[config.mk]
export PLATFORM = sky130hd
export DESIGN_NAME = left_shift_unit
export DESIGN_NICKNAME = d
export VERILOG_FILES = /design/src/rtl/left_shift_unit.sv
export SDC_FILE = /design/constraint.sdc
export NUM_CORES = 1
export LEC_CHECK = 0
export BUFFER_PORTS_ARGS = -buffer_cell sky130_fd_sc_hd__buf_2
export CORE_ASPECT_RATIO = 1.1
export CORE_MARGIN = 2
export CORE_UTILIZATION = 40
export DETAILED_ROUTE_END_ITERATION = 7
export PLACE_DENSITY = 0.58
export SETUP_SLACK_MARGIN = 0.02
export SYNTH_ARGS = -nofsm -noshare
export SYNTH_HDL_FRONTEND = slang
export SYNTH_SLANG_ARGS = --single-unit
[constraint.sdc]
create_clock -name clock -period 2.73 [get_ports clock]
set_clock_uncertainty 0.2 [all_clocks]
set_input_delay 0.546 -clock clock [delete_from_list [all_inputs] [get_ports clock]]
set_output_delay 0.546 -clock clock [all_outputs]
set_load 0.03 [all_outputs]
[src/rtl/left_shift_unit.sv]
// left_shift_unit: multicycle 32-bit left shifter / rotator.
// Applies one barrel stage (16, 8, 4, 2, 1) per clock after a start pulse,
// then presents the result with a one-cycle ready pulse and a sticky
// overflow flag (bits lost off the top in logical mode).
//
// Ports:
//   clock           system clock, rising edge
//   reset_n         asynchronous active-low reset
//   ctrl_SLL        start pulse (accepted in IDLE or DONE)
//   ctrl_rotate     mode sampled with start: 0 = logical, 1 = rotate
//   data_operandA   value to shift
//   data_shamt      shift amount 0..31
//   data_result     shifted value, held until the next accepted start
//   data_resultRDY  one-cycle result-valid pulse
//   data_exception  logical mode: a 1 bit was shifted out of bit 31
//   busy            high while stages are being applied
module left_shift_unit (
  input  logic        clock,
  input  logic        reset_n,
  input  logic        ctrl_SLL,
  input  logic        ctrl_rotate,
  input  logic [31:0] data_operandA,
  input  logic [4:0]  data_shamt,
  output logic [31:0] data_result,
  output logic        data_resultRDY,
  output logic        data_exception,
  output logic        busy
);

  localparam int unsigned DATA_W  = 32;
  localparam int unsigned SHAMT_W = 5;
  localparam int unsigned STAGE_W = 3;

  typedef enum logic [1:0] {
    IDLE  = 2'd0,
    SHIFT = 2'd1,
    DONE  = 2'd2
  } state_t;

  state_t               state, state_nxt;
  logic [DATA_W-1:0]    acc, acc_nxt;
  logic [SHAMT_W-1:0]   amt, amt_nxt;
  logic                 mode, mode_nxt;
  logic [STAGE_W-1:0]   stage, stage_nxt;
  logic                 exc, exc_nxt;
  logic                 rdy, rdy_nxt;
  logic                 busy_q, busy_nxt;

  logic [SHAMT_W-1:0]   step_c;
  logic [2*DATA_W-1:0]  ext_c;

  // Stage index to shift distance (2^stage).
  always_comb begin
    step_c = SHAMT_W'(0);
    case (stage)
      3'd4:    step_c = SHAMT_W'(16);
      3'd3:    step_c = SHAMT_W'(8);
      3'd2:    step_c = SHAMT_W'(4);
      3'd1:    step_c = SHAMT_W'(2);
      3'd0:    step_c = SHAMT_W'(1);
      default: step_c = SHAMT_W'(0);
    endcase
  end

  // Widened shift: low half is the zero-filled result, high half holds the
  // bits pushed out of bit 31 (reused as rotate wrap-around and overflow).
  always_comb begin
    ext_c = {DATA_W'(0), acc} << step_c;
  end

  // State and datapath registers.
  always_ff @(posedge clock or negedge reset_n) begin
    if (!reset_n) begin
      state  <= IDLE;
      acc    <= DATA_W'(0);
      amt    <= SHAMT_W'(0);
      mode   <= 1'b0;
      stage  <= STAGE_W'(0);
      exc    <= 1'b0;
      rdy    <= 1'b0;
      busy_q <= 1'b0;
    end else begin
      state  <= state_nxt;
      acc    <= acc_nxt;
      amt    <= amt_nxt;
      mode   <= mode_nxt;
      stage  <= stage_nxt;
      exc    <= exc_nxt;
      rdy    <= rdy_nxt;
      busy_q <= busy_nxt;
    end
  end

  // Next-state and datapath update.
  always_comb begin
    state_nxt = state;
    acc_nxt   = acc;
    amt_nxt   = amt;
    mode_nxt  = mode;
    stage_nxt = stage;
    exc_nxt   = exc;
    rdy_nxt   = 1'b0;
    busy_nxt  = 1'b0;

    case (state)
      IDLE, DONE: begin
        if (ctrl_SLL) begin
          acc_nxt   = data_operandA;
          amt_nxt   = data_shamt;
          mode_nxt  = ctrl_rotate;
          exc_nxt   = 1'b0;
          stage_nxt = STAGE_W'(4);
          state_nxt = (data_shamt == SHAMT_W'(0)) ? DONE : SHIFT;
        end else begin
          state_nxt = IDLE;
        end
      end
      SHIFT: begin
        // Starts arriving here are dropped; the op always takes 5 stages.
        if (amt[stage]) begin
          if (mode) begin
            acc_nxt = ext_c[DATA_W-1:0] | ext_c[2*DATA_W-1:DATA_W];
          end else begin
            acc_nxt = ext_c[DATA_W-1:0];
            exc_nxt = exc | (|ext_c[2*DATA_W-1:DATA_W]);
          end
        end
        if (stage == STAGE_W'(0)) begin
          state_nxt = DONE;
        end else begin
          stage_nxt = stage - STAGE_W'(1);
        end
      end
      default: state_nxt = IDLE;
    endcase

    rdy_nxt  = (state_nxt == DONE);
    busy_nxt = (state_nxt == SHIFT);
  end

  assign data_result    = acc;
  assign data_exception = exc;
  assign data_resultRDY = rdy;
  assign busy           = busy_q;

endmodule

# ---- After elaboration in Yosys (flattened, before gate mapping)
# Cells that the tools add are included.
# Widths: inputs -> output; s select.
dict set report word_totals {
  register_bits 46
  elab_cells 53
}
dict set report op_classes {
  addsub 1
  order_cmp 1
  n_eq_ne 12
  shift 1
  muxes 18
  bitwise 2
  reduce_logical 10
}
# cell count
set op_table {}
lappend op_table {{$mux 32} 3}
lappend op_table {{$pmux 32 s2} 1}
lappend op_table {{$shl 32x5->64} 1}
lappend op_table {{$or 32x32->32} 1}
lappend op_table {{$reduce_or 32->1} 1}
lappend op_table {{$pmux 5 s5} 1}
lappend op_table {{$ne 2x2->1 const B} 4}
lappend op_table {{$eq 3x2->1 const B} 2}
lappend op_table {{$mux 2} 3}
lappend op_table {{$mux 3} 2}
lappend op_table {{$pmux 3 s2} 1}
lappend op_table {{$reduce_and 3->1} 2}
lappend op_table {{$logic_not 5->1} 1}
lappend op_table {{$eq 2x1->1 const B} 2}
lappend op_table {{$eq 2x2->1 const B} 2}
lappend op_table {{$lt 3x4->1 const B} 1}
lappend op_table {{$mux 1} 4}
lappend op_table {{$pmux 2 s2} 1}
lappend op_table {{$reduce_and 4->1} 1}
lappend op_table {{$bmux 1 s3} 1}
lappend op_table {{$eq 3x1->1 const B} 1}
lappend op_table {{$eq 3x3->1 const B} 1}
lappend op_table {{$logic_not 3->1} 1}
lappend op_table {{$sub 3x1->3 const B} 1}
lappend op_table {{other kinds (6)} 6}

# ---- Logic depth before layout (Yosys ltp)
# Gate-level depths: netlist of the first run.
dict set report depth {
  depth_word 8
  depth_mapped 13
}

# ---- Worst setup path after synthesis of the first run
# No wires, ideal clock.
dict set report synth_path {
  path_type {reg2reg}
  startpoint {register stage[0]}
  endpoint {register exc, in the netlist data_exception}
  setup_time_ns 0.128
  arrival_time_ns 2.554
  path_slack_ns -0.152
  stages_incl_launch_ff 10
  period_less_slack_ns 2.882
  cell_sequence {dfrtp_1 -> inv_1 -> ha_1 -> nor2b_4 -> mux4_2 -> mux2i_1 -> o221ai_1 -> or4_1 -> nor4_1 -> a21oi_1}
}
dict set report synth_via {
  elab_chain_len 8
}
# element line
set synth_rtl {}
lappend synth_rtl {{start, declared} 44} ;# logic [STAGE_W-1:0] stage, stage_nxt;
lappend synth_rtl {{start signal, assigned} 87} ;# stage <= stage_nxt;
lappend synth_rtl {{$eq 3x1->1 (tied with other cells)} 55} ;# case (stage)
lappend synth_rtl {{$pmux 5 s5} 55}
lappend synth_rtl {{$shl 32x5->64} 68} ;# ext_c = {DATA_W'(0), acc} << step_c;
lappend synth_rtl {{$reduce_or 32->1} 125} ;# exc_nxt = exc | (|ext_c[2*DATA_W-1:DATA_W]);
lappend synth_rtl {{$or 1x1->1} 125}
lappend synth_rtl {{$mux 1} 121} ;# if (mode) begin
lappend synth_rtl {{$mux 1} 120} ;# if (amt[stage]) begin
lappend synth_rtl {{$pmux 1 s2} 105} ;# case (state)
lappend synth_rtl {{end signal, assigned} 88} ;# exc <= exc_nxt;
lappend synth_rtl {{end, declared} 45} ;# logic exc, exc_nxt;
# Parallel ways exist; a longest one is shown, timed or not. The select of a mux whose other input is x is not followed.
# A chain may end at the register's enable or synchronous reset.

# ---- Final worst setup path of the first run
dict set report layout_path {
  startpoint {register stage[1]}
  endpoint {register acc[22], in the netlist data_result[22]}
}
dict set report layout_via {
  elab_chain_len 7
}
# element line
set layout_rtl {}
lappend layout_rtl {{$eq 3x1->1 (tied with other cells)} 55}
lappend layout_rtl {{$pmux 5 s5} 55}
lappend layout_rtl {{$shl 32x5->64} 68}
lappend layout_rtl {{$or 32x32->32} 122} ;# acc_nxt = ext_c[DATA_W-1:0] | ext_c[2*DATA_W-1:DATA_W];
lappend layout_rtl {{$mux 32} 121}
lappend layout_rtl {{$mux 32} 120}
lappend layout_rtl {{$pmux 32 s2} 105}
lappend layout_rtl {{end signal, assigned} 84} ;# acc <= acc_nxt;
lappend layout_rtl {{end, declared} 41} ;# logic [DATA_W-1:0] acc, acc_nxt;
# Parallel ways exist; a longest one is shown, timed or not. The select of a mux whose other input is x is not followed.

==> results of run 1 <==
layout by cell type, fill, tap and decap left out, types with 5 or more instances in the layout:
cell type / count
sky130_fd_sc_hd__nand2_2: 6
sky130_fd_sc_hd__o22ai_1: 7
sky130_fd_sc_hd__nand3_1: 15
sky130_fd_sc_hd__dfrtp_1: 45
sky130_fd_sc_hd__mux2i_4: 8
sky130_fd_sc_hd__nand2_1: 66
sky130_fd_sc_hd__mux2i_1: 22
sky130_fd_sc_hd__clkbuf_16: 7
sky130_fd_sc_hd__a21oi_2: 8
sky130_fd_sc_hd__o21ai_1: 24
sky130_fd_sc_hd__a211oi_2: 8
sky130_fd_sc_hd__buf_12: 10
sky130_fd_sc_hd__a221oi_2: 5
sky130_fd_sc_hd__buf_4: 140
sky130_fd_sc_hd__buf_6: 18
sky130_fd_sc_hd__mux4_2: 30
sky130_fd_sc_hd__a21o_1: 7
sky130_fd_sc_hd__o211ai_1: 6
sky130_fd_sc_hd__mux2_2: 10
sky130_fd_sc_hd__buf_2: 75
sky130_fd_sc_hd__o21ai_0: 37
sky130_fd_sc_hd__mux2i_2: 5
sky130_fd_sc_hd__nor2_1: 18
sky130_fd_sc_hd__a21oi_1: 21
worst max-delay path, stage by stage (launching register included):
cell,delay [ns]
sky130_fd_sc_hd__dfrtp_1,0.39
sky130_fd_sc_hd__inv_2,0.12
sky130_fd_sc_hd__ha_4,0.21
sky130_fd_sc_hd__nor2b_4,0.21
sky130_fd_sc_hd__buf_12,0.14
sky130_fd_sc_hd__buf_12,0.13
sky130_fd_sc_hd__mux4_2,0.55
sky130_fd_sc_hd__mux2i_2,0.26
sky130_fd_sc_hd__buf_4,0.18
sky130_fd_sc_hd__nand2_2,0.05
sky130_fd_sc_hd__and3_4,0.17
sky130_fd_sc_hd__a211oi_4,0.17
sky130_fd_sc_hd__o21ai_1,0.09
layout make-up:
cell class | instances | share of cell area
Timing Repair Buffer | 247 | 0.267
Sequential cell | 46 | 0.162
Clock buffer | 6 | 0.0181
Multi-Input combinational cell | 427 | 0.516
Tap cell | 150 | 0.0263
Inverter | 8 | 0.00526
Clock inverter | 2 | 0.00526
routing by layer:
metal,part of all wire,GRT usage,vias to the layer above
met1,0.41,0.448,2764
met2,0.46,0.518,292
met5,0,0,-
li1,-,-,2450
met3,0.083,0.0581,67
met4,0.043,0.122,0
stage by stage:
stage | setup WS, ns | utilization
6_report | -0.278 | 0.626
5_1_grt | -0.347 | 0.626
4_1_cts | -0.196 | 0.579
3_5_place_dp | -0.331 | 0.535
3_3_place_gp | -0.355 | 0.535
2_1_floorplan | -0.0814 | -
state kept, by name, indices dropped and copies added, names as in the netlist:
signal and cells:
data_result 32, data_resultRDY 1, data_exception 1, stage 3, busy 1, amt 5
mode 1, state 2
how the worst max path moves through the flow:
stage                          from                     endpoint
6_report       stage[1]$_DFFE_PN0P_  data_result[22]$_DFFE_PN0P_
5_1_grt        stage[1]$_DFFE_PN0P_  data_result[22]$_DFFE_PN0P_
4_1_cts        stage[1]$_DFFE_PN0P_   data_exception$_DFFE_PN0P_
3_5_place_dp   stage[1]$_DFFE_PN0P_  data_result[22]$_DFFE_PN0P_
3_3_place_gp   stage[1]$_DFFE_PN0P_  data_result[22]$_DFFE_PN0P_
2_1_floorplan  stage[1]$_DFFE_PN0P_   data_exception$_DFFE_PN0P_
timing repair:
item | CTS | global route
cloned | 0 | 3
gates resized for setup | 61 | 87
hold buffers | 1 | 0
endpoints found under the setup margin | 31 | 33
pin swaps | 34 | 31
endpoints found under the hold margin | 11 | 0
setup buffers | 14 | 15
cells by family after synthesis:
kind of cell             Yosys count  share of synthesized area
AO/OA/AOI/OAI                    182                      0.253
adder cells (fa/ha/maj)            5                     0.0135
buffers and inverters             65                     0.0668
flip-flops                        46                      0.249
multiplexers                      75                      0.246
AND/OR/NAND/NOR                  164                      0.172
==> flow_summary.ini, run 1 <==
[hold_path]
min_path_cells = 3
holdCritPathClass = in2reg
hold_path_end = data_result[27]$_DFFE_PN0P_
holdCritStartpoint = data_operandA[27]

[cts]
cts_buffer_depth = 2
cts_tree = built
worst_setup_hold_path_clk_slew_ns = 0.07
cts_root_buffer = sky130_fd_sc_hd__clkbuf_16
htree_num_levels = 2
cts_inserted_buffers = 5
worst_skew_pair.late_latency_ns = 0.30
clock-sinks = 46

[sta]
timing.slew.headroom = 0.325
finalCritPeriodShare = 1.10
timing.final.max_slew_violations = 0
worst_slack_on_hold_paths_ns = 0.275
actual_slew_at_the_worst_max_slew_pin_ns = 1.01
achievable-frequency_mhz = 332
postLayoutSetupSlackWorst_ns = -0.278
final_period_minus_worst_setup_slack_ns = 3.01
grt_setup_unrepaired = yes
timing_hold_violations_final = 0
finalSetupViolations = 25
tns_ns = -3.74

[global_route]
global_route.usage.total = 0.325
global_route.overflow_total = 0
number_of_global_route_vias_before_repair = 5273
antenna_found_initial = 0
global_route_wire_length_before_repair_um = 30600
grt_max_degree = 41

[cells_and_area]
design_area_um2 = 7130
num-fill-cells = 1013
final-seq-area_um2 = 1150
multiInputGateArea_um2 = 3680
num-nets-final = 781
areaGrowthSynthToFinish_pct = 54.2
ratio_of_cells_with_drive_above_1_in_the_final_layout = 0.530
final-instance-count-excl-fill = 886
antennaDiodeCount = 0

[placed_design]
portBuffers = 75
final_weighted_congestion_of_routability_driven_global_placement = 0.980
detailed_place_hpwl_um = 15300
placedInstanceArea_um2 = 6100
place_inst = 849

[yosys]
synth-seq-cells = 46
synthArstFlopShare = 1.00
yosysTopAreaCellShare = 0.249
ys.warnings.count = 0
syn-num-nets = 583
synthTopCellsByCount = sky130_fd_sc_hd__nand2_1, sky130_fd_sc_hd__o21ai_0, sky130_fd_sc_hd__dfrtp_1
netlist.top_cell.by_area = sky130_fd_sc_hd__dfrtp_1
ys_seq_area_frac = 0.249
mappedNetlistArea_um2 = 4620
post_synth.cell_area_avg_um2 = 8.61
synth_top_cells_by_area = sky130_fd_sc_hd__dfrtp_1, sky130_fd_sc_hd__mux4_2, sky130_fd_sc_hd__mux2i_1
synth_enable_flop_cells = 0
postSynth.topFlopCell = sky130_fd_sc_hd__dfrtp_1
synthesis.instances = 537
post-synth-top-count-cell = sky130_fd_sc_hd__nand2_1
netlist-cell-type-count = 62

[worst_setup_path]
worst-path-max-fanout = 8
destination_of_the_worst_register_to_register_timing_path = data_result[22]$_DFFE_PN0P_
crit_path_end_kind = flip-flop
setup.worst_path.class = reg2reg
worstReg2RegStart = stage[1]$_DFFE_PN0P_
worstSetupStartpointType = flip-flop
cp_data_required_time_ns = 2.71
worst_ep_arrival_time_ns = 2.99
worst_reg_to_reg_path_cell_count = 12
reg2reg_setup_slack_ns = -0.28

[floorplanning]
core-area_um2 = 11400
core.rowCount = 41
start_util = 0.406
width_of_the_chip_um = 107
floorplan.die.height_um = 117
ios = 76
fp.dieArea_um2 = 12400

[detailed_routing]
route.detailed.vias_per_inst = 6.29
vias = 5573
wire_per_inst_um = 23.4
detail-route-antenna-nets = 0
drc_errors = 0
postRouteWirelength_um = 20800
drt-pass1-iter-count = 5
drt-initial-drc-count = 520

[status]
run_status = finished, violations left
violations = negative setup slack

[run]
drv_cap = 0
Power of run 1 is not shown: default switching activity piles up to over one toggle a cycle in this logic, so the estimate is an artifact.
==> run 2, diff against run 1 <==
CORE_UTILIZATION = 53   (was 40)
PLACE_DENSITY = 0.75   (was 0.58)
RECOVER_POWER = 100   (was not set)
==> run 2 against run 1 <==
  * The flow still finishes with violations (negative setup slack)
  * Flip-flop and latch count unchanged
  * Routed wire length up 2.0%
  * Final cell count is 5.5% lower
  * Core utilization grew 20 points
  * Critical path type unchanged
  * Critical endpoint is now data_exception$_DFFE_PN0P_
  * Highest routed layer unchanged
==> flow_summary.ini, run 2 (synthesized netlist as in run 1, its figures left out) <==
[detailed_routing]
drt-initial-drc-count = 839
vias = 5882
drt-pass1-iter-count = 8
postRouteWirelength_um = 21200
route.detailed.vias_per_inst = 7.03
drc_errors = 0
wire_per_inst_um = 25.3
detail-route-antenna-nets = 0

[sta]
timing.final.max_slew_violations = 0
finalSetupViolations = 27
timing_hold_violations_final = 0
tns_ns = -2.87
achievable-frequency_mhz = 335
final_period_minus_worst_setup_slack_ns = 2.99
finalCritPeriodShare = 1.09
actual_slew_at_the_worst_max_slew_pin_ns = 0.998
timing.slew.headroom = 0.334
grt_setup_unrepaired = yes
postLayoutSetupSlackWorst_ns = -0.257

[floorplanning]
start_util = 0.550
fp.dieArea_um2 = 9490
core-area_um2 = 8410
ios = 76
width_of_the_chip_um = 93.1
floorplan.die.height_um = 102
core.rowCount = 35

[cells_and_area]
fin_util = 0.830
final_common_cell = sky130_fd_sc_hd__buf_4
layout.cells.most_common_list = sky130_fd_sc_hd__buf_4, sky130_fd_sc_hd__nand2_1, sky130_fd_sc_hd__buf_2, sky130_fd_sc_hd__dfrtp_1, sky130_fd_sc_hd__o21ai_0
antennaDiodeCount = 0
design_area_um2 = 6980
ratio_of_cells_with_drive_above_1_in_the_final_layout = 0.521
largest_register_ff_count = 32
areaGrowthSynthToFinish_pct = 50.9
num-nets-final = 771

[cts]
cts_tree = built
worst_setup_hold_path_clk_slew_ns = 0.11
cts_buffer_depth = 2
htree_num_levels = 2
worst_skew_pair.late_latency_ns = 0.32
clock-sinks = 46
cts_inserted_buffers = 5
cts_root_buffer = sky130_fd_sc_hd__clkbuf_8

[worst_setup_path]
worst-path-max-fanout = 6
worst_ep_arrival_time_ns = 2.99
setup.worst_path.class = reg2reg
crit_path_end_kind = flip-flop
cp_data_required_time_ns = 2.73
worstSetupStartpointType = flip-flop

[global_route]
number_of_global_route_vias_before_repair = 5126
global_route.usage.total = 0.408
global_route.overflow_total = 0
grt_max_degree = 41
antenna_found_initial = 0
global_route_wire_length_before_repair_um = 29400

[placed_design]
detailed_place_hpwl_um = 14200
placedInstanceArea_um2 = 5920
final_weighted_congestion_of_routability_driven_global_placement = 1.00
portBuffers = 75
pre_cts_slack_ns = -0.351

[hold_path]
holdCritPathClass = in2reg

[status]
run_status = finished, violations left
violations = negative setup slack

[run]
drv_cap = 0
## run 2: changes by cell type in the layout (fill, tap and decap cells not counted), sizes merged
cell	delta
clkbuf	+8
buf	-17
nand2b	-1
## run 2: layer usage
metal / up-vias / track usage / routed length [um]
met5: - / 0 / 0
met4: 0 / 0.154 / 1640
met3: 172 / 0.0819 / 2770
met2: 595 / 0.638 / 9320
met1: 2692 / 0.565 / 7430
li1: 2423 / - / -
## run 2: critical path, cell delays in order, from the launching register on
cell and delay (ns):
sky130_fd_sc_hd__dfrtp_2 0.43, sky130_fd_sc_hd__inv_4 0.05, sky130_fd_sc_hd__ha_4 0.19, sky130_fd_sc_hd__buf_2 0.16
sky130_fd_sc_hd__and3b_2 0.24, sky130_fd_sc_hd__a211oi_4 0.25, sky130_fd_sc_hd__o31ai_2 0.09, sky130_fd_sc_hd__or4_1 0.49
sky130_fd_sc_hd__or4_4 0.44, sky130_fd_sc_hd__nor4_4 0.25, sky130_fd_sc_hd__a21oi_2 0.08
## run 2: path summary, 6_finish.rpt
| path | from | to | slack [ns] | cells past startpoint |
|---|---|---|---|---|
| min in group asynchronous | reset_n | data_result[26]$_DFFE_PN0P_ | 0.72 | 2 |
| setup reg to reg | stage[0]$_DFFE_PN0P_ | data_exception$_DFFE_PN0P_ | -0.26 | 10 |
| hold / removal | data_shamt[1] | data_resultRDY$_DFF_PN0_ | 0.26 | 2 |
| max in group asynchronous | reset_n | data_result[14]$_DFFE_PN0P_ | 0.61 | 3 |
| setup / recovery | stage[0]$_DFFE_PN0P_ | data_exception$_DFFE_PN0P_ | -0.26 | 10 |
| hold reg to reg | amt[1]$_DFFE_PN0P_ | amt[1]$_DFFE_PN0P_ | 0.32 | 1 |
## run 2: area by class of cell
class,instances,area [um2]
sequential,46,1150
timing repair buffer,238,1790
fill,522,1430
multi-input combinational,426,3760
inverter,8,32.5
clock inverter,2,37.5
tap,111,139
clock buffer,6,72.6
## run 2: timing repair
action,CTS,global route
gates cloned,0,1
setup endpoints to repair,31,33
resized for setup,62,103
pin swaps,15,35
endpoints found under the hold margin,15,0
hold buffers,1,0
buffers inserted,9,25
## run 2: through the flow
stage | hold slack, ns | std cells
after floorplan | 0.0504 | 537
after global placement | 0.286 | 795
after detailed placement | 0.292 | 795
after CTS | 0.262 | 813
after global routing | 0.276 | 837
final | 0.261 | 837
Power of run 2 is left out for the same reason.
==> run 3, diff against run 2 <==
RECOVER_POWER = not set   (was 100)
==> run 3 against run 2 <==
  * The flow finishes with violations (design-rule violations, negative setup slack)
  * Register-to-register slack is essentially flat
  * Worst hold slack improved by 0.0016 ns
  * Global-route usage unchanged
  * Clock-buffer cell count unchanged
  * First-iteration DRC count fell by 1.4%
  * Routed wire length fell by 0.15%
  * Flip-flop and latch count unchanged
  * Fmax hardly changed
  * Non-clock buffer count unchanged
  * Core utilization rose by 0.16 points
==> flow_summary.ini, run 3 (synthesized netlist as in run 1, its figures left out) <==
[global_route]
global_route.usage.total = 0.408
global_route.overflow_total = 0
grt_max_degree = 41
global_route_wire_length_before_repair_um = 29400
antenna_found_initial = 0
number_of_global_route_vias_before_repair = 5126

[worst_setup_path]
setup.worst_path.class = reg2reg
crit_path_end_kind = flip-flop
worst-path-max-fanout = 6
worst_ep_arrival_time_ns = 2.97
cp_data_required_time_ns = 2.72
worstSetupStartpointType = flip-flop

[cts]
worst_skew_pair.late_latency_ns = 0.31
clock-sinks = 46
cts_root_buffer = sky130_fd_sc_hd__clkbuf_8
htree_num_levels = 2
cts_buffer_depth = 2
cts_inserted_buffers = 5
worst_setup_hold_path_clk_slew_ns = 0.11
cts_tree = built

[cells_and_area]
ratio_of_cells_with_drive_above_1_in_the_final_layout = 0.533
final_common_cell = sky130_fd_sc_hd__buf_4
largest_register_ff_count = 32
num-fill-cells = 520
final-instance-count-excl-fill = 837
areaGrowthSynthToFinish_pct = 51.2
layout.cells.most_common_list = sky130_fd_sc_hd__buf_4, sky130_fd_sc_hd__buf_2, sky130_fd_sc_hd__nand2_1, sky130_fd_sc_hd__dfrtp_1, sky130_fd_sc_hd__o21ai_0
num-nets-final = 771
fin_util = 0.832
antennaDiodeCount = 0

[sta]
final_period_minus_worst_setup_slack_ns = 2.99
finalCritPeriodShare = 1.09
achievable-frequency_mhz = 335
postLayoutSetupSlackWorst_ns = -0.256
grt_setup_unrepaired = yes
tns_ns = -2.83
actual_slew_at_the_worst_max_slew_pin_ns = 0.909
timing.slew.headroom = 0.394
timing_hold_violations_final = 0
timing.final.max_slew_violations = 0
finalSetupViolations = 27

[placed_design]
final_weighted_congestion_of_routability_driven_global_placement = 1.00
place_inst = 795
portBuffers = 75
detailed_place_hpwl_um = 14200

[detailed_routing]
drt-initial-drc-count = 827
drc_errors = 2
route.detailed.vias_per_inst = 7.04
detail-route-antenna-nets = 0
drt-pass1-iter-count = 8
wire_per_inst_um = 25.2
vias = 5896
postRouteWirelength_um = 21100

[status]
run_status = finished, violations left
violations = design-rule violations, negative setup slack

[floorplanning]
floorplan.die.height_um = 102
ios = 76
core-area_um2 = 8410
start_util = 0.550
fp.dieArea_um2 = 9490
core.rowCount = 35
width_of_the_chip_um = 93.1

[hold_path]
holdCritPathClass = in2reg

[run]
drv_cap = 0
[run 3: changes by cell type in the layout (fill, tap and decap cells not counted), sizes merged]
cell    before  now
buf        227  236
clkbuf      16    7
[run 3: timing repair]
| action | 4_1_cts | 5_1_grt |
|---|---|---|
| buffers inserted | 9 | 25 |
| hold buffers | 1 | 0 |
| gates cloned | 0 | 1 |
| endpoints found under the setup margin | 31 | 33 |
| gates resized for setup | 62 | 103 |
| endpoints found under the hold margin | 15 | 0 |
| pin swaps | 15 | 35 |
[run 3: worst max-delay path: stages, from the launching register on]
cell and delay (ns):
sky130_fd_sc_hd__dfrtp_2 0.46, sky130_fd_sc_hd__inv_4 0.08, sky130_fd_sc_hd__buf_6 0.10, sky130_fd_sc_hd__ha_4 0.14, sky130_fd_sc_hd__buf_4 0.13, sky130_fd_sc_hd__buf_8 0.12
sky130_fd_sc_hd__buf_4 0.16, sky130_fd_sc_hd__mux2i_2 0.32, sky130_fd_sc_hd__a21oi_2 0.10, sky130_fd_sc_hd__a22oi_2 0.28, sky130_fd_sc_hd__a21oi_1 0.13, sky130_fd_sc_hd__a21boi_0 0.15
sky130_fd_sc_hd__a211oi_2 0.33, sky130_fd_sc_hd__o22ai_1 0.16
[run 3: layout make-up]
type / instances / area (um2) / area share
Clock inverter: 2 / 37.5 / 0.00537
Tap cell: 111 / 139 / 0.0199
Sequential cell: 46 / 1150 / 0.165
Clock buffer: 6 / 72.6 / 0.0104
Inverter: 8 / 32.5 / 0.00465
Multi-Input combinational cell: 426 / 3760 / 0.538
Timing Repair Buffer: 238 / 1800 / 0.257
[run 3: stage by stage]
stage	hold slack (ns)	cell area, um2	setup slack (ns)
CTS	0.262	6340	-0.203
global placement	0.286	5920	-0.282
finish	0.263	6990	-0.256
global route	0.276	6990	-0.341
floorplan	0.0504	4680	-0.0814
detailed placement	0.292	5920	-0.351
[run 3: final timing paths]
path | start | to | slack [ns] | depth (start not counted)
max reg2reg | stage[0]$_DFFE_PN0P_ | data_result[24]$_DFFE_PN0P_ | -0.26 | 13
max | stage[0]$_DFFE_PN0P_ | data_result[24]$_DFFE_PN0P_ | -0.26 | 13
min reg2reg | amt[1]$_DFFE_PN0P_ | amt[1]$_DFFE_PN0P_ | 0.32 | 1
min in group asynchronous | reset_n | data_result[27]$_DFFE_PN0P_ | 0.50 | 2
max in group asynchronous | reset_n | data_result[9]$_DFFE_PN0P_ | 1.05 | 3
min | data_operandA[27] | data_result[27]$_DFFE_PN0P_ | 0.26 | 3
[run 3: metal layers]
metal  vias to the layer above  global-route usage  part of all wire
met3                       157              0.0819              0.13
li1                       2421                   -                 -
met5                         -                   0                 0
met4                         0               0.154             0.070
met1                      2740               0.565              0.35
met2                       578               0.638              0.45
Power of run 3 is left out for the same reason.
